==> src/rtl/wb_regfile.sv <==
// Writeback mux, 32-entry register file (x0 hardwired zero) with write-through read bypass, and retire counter.
// Reads and wb_data are combinational (zero latency); writes and counter update on CLK; no backpressure.
module wb_regfile #(
    parameter int size  = 32,
    parameter int CNT_W = 64
) (
    input  logic             CLK,
    input  logic             RESET_N,
    input  logic [size-1:0]  salida_ram_WB,
    input  logic [size-1:0]  alu_resultado_WB,
    input  logic [4:0]       wrin_WB,
    input  logic             RegWrite_WB,
    input  logic             MemtoReg_WB,
    input  logic             retire_WB,
    input  logic             instret_clr,
    input  logic [4:0]       rs1_addr,
    input  logic [4:0]       rs2_addr,
    output logic [size-1:0]  rs1_data,
    output logic [size-1:0]  rs2_data,
    output logic [size-1:0]  wb_data,
    output logic [CNT_W-1:0] instret
);

    // x0 has no storage; entries 1..31 only.
    logic [size-1:0] regs [1:31];

    assign wb_data = MemtoReg_WB ? salida_ram_WB : alu_resultado_WB;

    always_ff @(posedge CLK or negedge RESET_N) begin
        if (!RESET_N) begin
            for (int i = 1; i < 32; i++) begin
                regs[i] <= '0;
            end
        end else if (RegWrite_WB && (wrin_WB != 5'd0)) begin
            regs[wrin_WB] <= wb_data;
        end
    end

    // The x0 check comes first so a bypass match on index 0 still reads zero.
    function automatic logic [size-1:0] read_port(input logic [4:0] addr);
        logic [size-1:0] val;
        val = '0;
        if (addr != 5'd0) begin
            if (RegWrite_WB && (wrin_WB == addr)) begin
                val = wb_data;
            end else begin
                val = regs[addr];
            end
        end
        return val;
    endfunction

    always_comb begin
        rs1_data = read_port(rs1_addr);
        rs2_data = read_port(rs2_addr);
    end

    always_ff @(posedge CLK or negedge RESET_N) begin
        if (!RESET_N) begin
            instret <= '0;
        end else if (instret_clr) begin
            instret <= '0;
        end else if (retire_WB) begin
            instret <= instret + CNT_W'(1);
        end
    end

endmodule

==> config.mk <==
export PLATFORM = sky130hd
export DESIGN_NAME = wb_regfile
export DESIGN_NICKNAME = d
export VERILOG_FILES = /design/src/rtl/wb_regfile.sv
export SDC_FILE = /design/constraint.sdc
export NUM_CORES = 2
export LEC_CHECK = 0
export BUFFER_PORTS_ARGS = -buffer_cell sky130_fd_sc_hd__buf_2
export CORE_MARGIN = 10
export CORE_UTILIZATION = 45
export CTS_CLUSTER_SIZE = 10
export DETAILED_ROUTE_END_ITERATION = 7
export PLACE_DENSITY = 0.67
export SKIP_LAST_GASP = 1
export SLEW_MARGIN = 20
export SYNTH_ARGS = -nofsm -noshare
export SYNTH_HDL_FRONTEND = slang
export SYNTH_SLANG_ARGS = --single-unit
export TNS_END_PERCENT = 10
==> constraint.sdc <==
create_clock -name CLK -period 2 [get_ports CLK]
set_input_delay 0.2 -clock CLK [delete_from_list [all_inputs] [get_ports CLK]]
set_output_delay 0.2 -clock CLK [all_outputs]
set_load 0.1 [all_outputs]
==> impl_results.md <==
* Power Density at 984 mW/mm2
* Most used flip-flop cell after synthesis: sky130_fd_sc_hd__dfrtp_1
* Tightest slew margin relative to the limit at 23.4%
* Family with the most delay on the worst path: compound AO/OA/AOI/OAI gates
* Root Buffer Master: sky130_fd_sc_hd__clkbuf_16
* Sequential share of power at 41.4%
* Synth unique cells at 48
* Via count normalized by instance count at 6.37
* H-Tree Level Count at 3
* DRC errors left at 0
* Port-buffer cells at 244
* Flip-flop and latch area at 0.0265 mm2
* Switching component of the power at 23.0 mW
* Average wire length per cell after detail routing at 27.0 um
* First-pass GRT wire length at 305000 um
* Detailed-route wire length on metal 1 at 74100 um
* Number of design-rule violations left by the first detailed-router iteration at 5473
* Highest-delay cell along the critical path: sky130_fd_sc_hd__a211oi_4
* Area used by multi-input combinational logic at 0.0284 mm2
* Initial standard-cell utilization of the core at 45.4%
* Net count of the finished layout at 5901
* Synthesized-area fraction occupied by and/or/nand/nor cells at 11.4%
* Synthesized net count at 5207
* Number of setup violations in the final report at 157
* FILL cells at 9550
* Crit path required time at 1.80 ns
* Die Wd at 368 um
* Largest family of logic cells by synthesized area: multiplexers
* Post-route ant nets at 0
* Leakage at 30.3 nW
* Crit-path max FO at 3
* Syn Area/Cell at 10.6 um2
* GR Overflow Total at 0
* GPL Wtd Cong at 0.912
* Core Region at 0.120 mm2
* Maximum vdd ir drop at 963 uV
* Post-route insts no fill at 7472
* Class of the most critical hold timing path: in2reg
* Largest net degree at the start of global routing at 72
* Endpoint kind of the worst setup timing path: output port
* Fraction of registers with async set or reset after synthesis at 100%
* Internal power at 47.6 mW
* Max Used Layer: met5
* Synth Area in XOR/XNOR at 0.594%
* Count of standard-cell rows at 127
* Maximum number of buffers from clock root to sink at 3
* Synthesis-to-layout area growth at 31.6%
* Clock latency on the worst-skew pair at 0.75 ns
* Netlist area before placement at 0.0545 mm2
* Number of standard cells after synthesis at 5121
* Clock tree sinks at 1056
* CTS tree: done
* Floorplan die area at 0.135 mm2
* Worst-margin pin slew at 1.14 ns
* Max Clk Rate at 352 MHz
* # IOs at 245
* Detail Placement HPWL at 134000 um
* Clock period minus final worst setup slack at 2.84 ns
* MaxCap Viol Count at 0
* Number of antenna violations at the first check in global routing at 3
* Via count of the first global-routing pass at 48300
* Cell breakdown of the critical path: mux4_2 > o22ai_4 > nor4_4 > nor3_4 > a211oi_4 > buf_12
* Total GRT Usage at 29.3%
* Critical Path Max Stage Delay at 0.44 ns
* Commonest cells after routing, fill and taps aside: 1012 x sky130_fd_sc_hd__dfrtp_1, 625 x sky130_fd_sc_hd__buf_4, 607 x sky130_fd_sc_hd__nor2_1, 549 x sky130_fd_sc_hd__a21oi_1, 525 x sky130_fd_sc_hd__o21ai_0
* Total count of hold-check failures in the final report at 0
* CP bufs+invs at 1
* Routed wire length on met3 at 20300 um
* Final worst setup slack at -0.845 ns
* Die boundary height at 368 um
* Met2 wirelength from detailed routing at 95100 um
* Clock share of power at 28.6%
* Number of enable-type register cells in the synthesized netlist at 0
* Clk_skew at 0.00825 ns
* TritonRoute pass-1 iters at 6
* Number of cells in the design after placement at 7265
* Critical Path AT at 2.64 ns
* Complex-gate fraction of the synthesized area at 14.9%
* Most common cell after layout, fill and taps aside: sky130_fd_sc_hd__dfrtp_1
* Violated checks: negative setup slack
* Mux cell area share after synthesis at 20.5%
* Crit Path Category: reg2out
* PnR Total Power at 70.6 mW
* Total wire length after detailed routing at 202000 um
* Part of the Yosys area used for sequential elements at 48.5%
* Sum of negative setup slack at -55.99 ns
* Status: complete, but fails checks
* Post-Synth Adder-Cell Area at 0.0230%
* Slew Limit Fails at 0
* Clock buffer count from CTS at 120
* Clock edge transition at the registers on the reported setup and hold paths at 0.06 ns
* Total number of vias at 47600
* Yosys Warn Count at 0
* Fraction of the cycle the final worst path needs at 142%
* Total of flip-flops plus latches after synthesis at 1056
* Setup repair after global routing missed its margin: true
* Power share of the combinational group at 29.9%
* Switching share of total power at 32.6%
* Critical path launch point type: flip-flop
* Layout cells sized above 1 at 35.3%
[power groups by stage]
stage	combinational [mW]	sequential (mW)	clock [mW]
after detailed placement	20.5	29.3	0
after global routing	22.6	29.7	21.2
after CTS	20.9	29.0	20.3
after floorplan	13.1	28.4	0
after global placement	19.9	29.0	0
final	21.1	29.2	20.2
[per-stage QoR]
| step | area (um2) | setup slack (ns) | hold WS (ns) | utilization [%] |
|---|---|---|---|---|
| global placement | 67400 | -0.654 | 0.140 | 56.1 |
| floorplan | 56500 | -0.370 | -0.0956 | - |
| CTS | 71400 | -0.858 | 0.00400 | 59.5 |
| detailed placement | 67400 | -0.699 | 0.138 | 56.1 |
| finish | 71700 | -0.845 | 0.0260 | 59.7 |
| global route | 71700 | -0.873 | 0.0277 | 59.7 |
[registers in the layout (all words and copies together) (netlist names)]
name,flops
regs,992
instret,64
[cell families after synthesis]
kind of cell             Yosys count
buffers and inverters            568
AO/OA/AOI/OAI                   1418
adder cells (fa/ha/maj)            1
flip-flops                      1056
multiplexers                     580
AND/OR/NAND/NOR                 1461
XOR/XNOR                          37
[repair_timing]
action                                 in CTS  in global routing
pin swaps                                  19                 38
buffers inserted                            2                  8
resized for setup                          40                 58
hold buffers                               40                  0
endpoints found under the hold margin     849                  0
setup endpoints to repair                  81                168
[layout make-up]
type | count | share of cell area, %
Antenna cell | 2 | 0.00698
Tap cell | 1612 | 2.81
Timing Repair Buffer | 1098 | 15.7
Multi-Input combinational cell | 3497 | 39.6
Clock buffer | 153 | 4.44
Inverter | 42 | 0.220
Clock inverter | 12 | 0.286
Sequential cell | 1056 | 36.9
[cell usage after synthesis (all sizes together) (34+ instances only)]
master / instances / area share, %
o21ai: 537 / 4.9
nor2: 628 / 4.3
inv: 42 / 0.29
buf: 119 / 1.0
nor4: 42 / 0.52
mux2: 126 / 2.6
o22ai: 62 / 0.71
o221ai: 63 / 1.0
clkbuf: 407 / 2.8
nor2b: 34 / 0.39
a21oi: 550 / 5.0
a221oi: 95 / 1.5
nand2: 523 / 3.6
mux4: 417 / 17
dfrtp: 1056 / 48
nor3: 104 / 0.95
mux2i: 37 / 0.68
a22o: 63 / 1.0
[final timing paths]
| path | from | end | slack [ns] | depth (start not counted) |
|---|---|---|---|---|
| worst min-delay path | alu_resultado_WB[0] | regs[0] | 0.03 | 4 |
| worst max-delay path | regs[404] | rs1_data[20] | -0.84 | 6 |
| min in group asynchronous | RESET_N | regs[710] | 0.18 | 3 |
| max in group asynchronous | RESET_N | regs[653] | 1.24 | 4 |
| worst max register to register | instret[0] | instret[44] | -0.17 | 8 |
| worst min register to register | regs[774] | regs[774] | 0.50 | 2 |
[tightest hold or removal path, cell delays in order]
cell,delay [ns]
sky130_fd_sc_hd__buf_2,0.10
sky130_fd_sc_hd__mux2i_4,0.12
sky130_fd_sc_hd__buf_4,0.21
sky130_fd_sc_hd__a21oi_1,0.12
[per-layer routing]
metal  vias up  track usage, %
li1      20100               -
met1     23900            36.8
met2      2843            46.8
met3       703            6.54
met4         4            16.2
met5         -               0
Note: power is estimated with default switching activity, not from simulation.
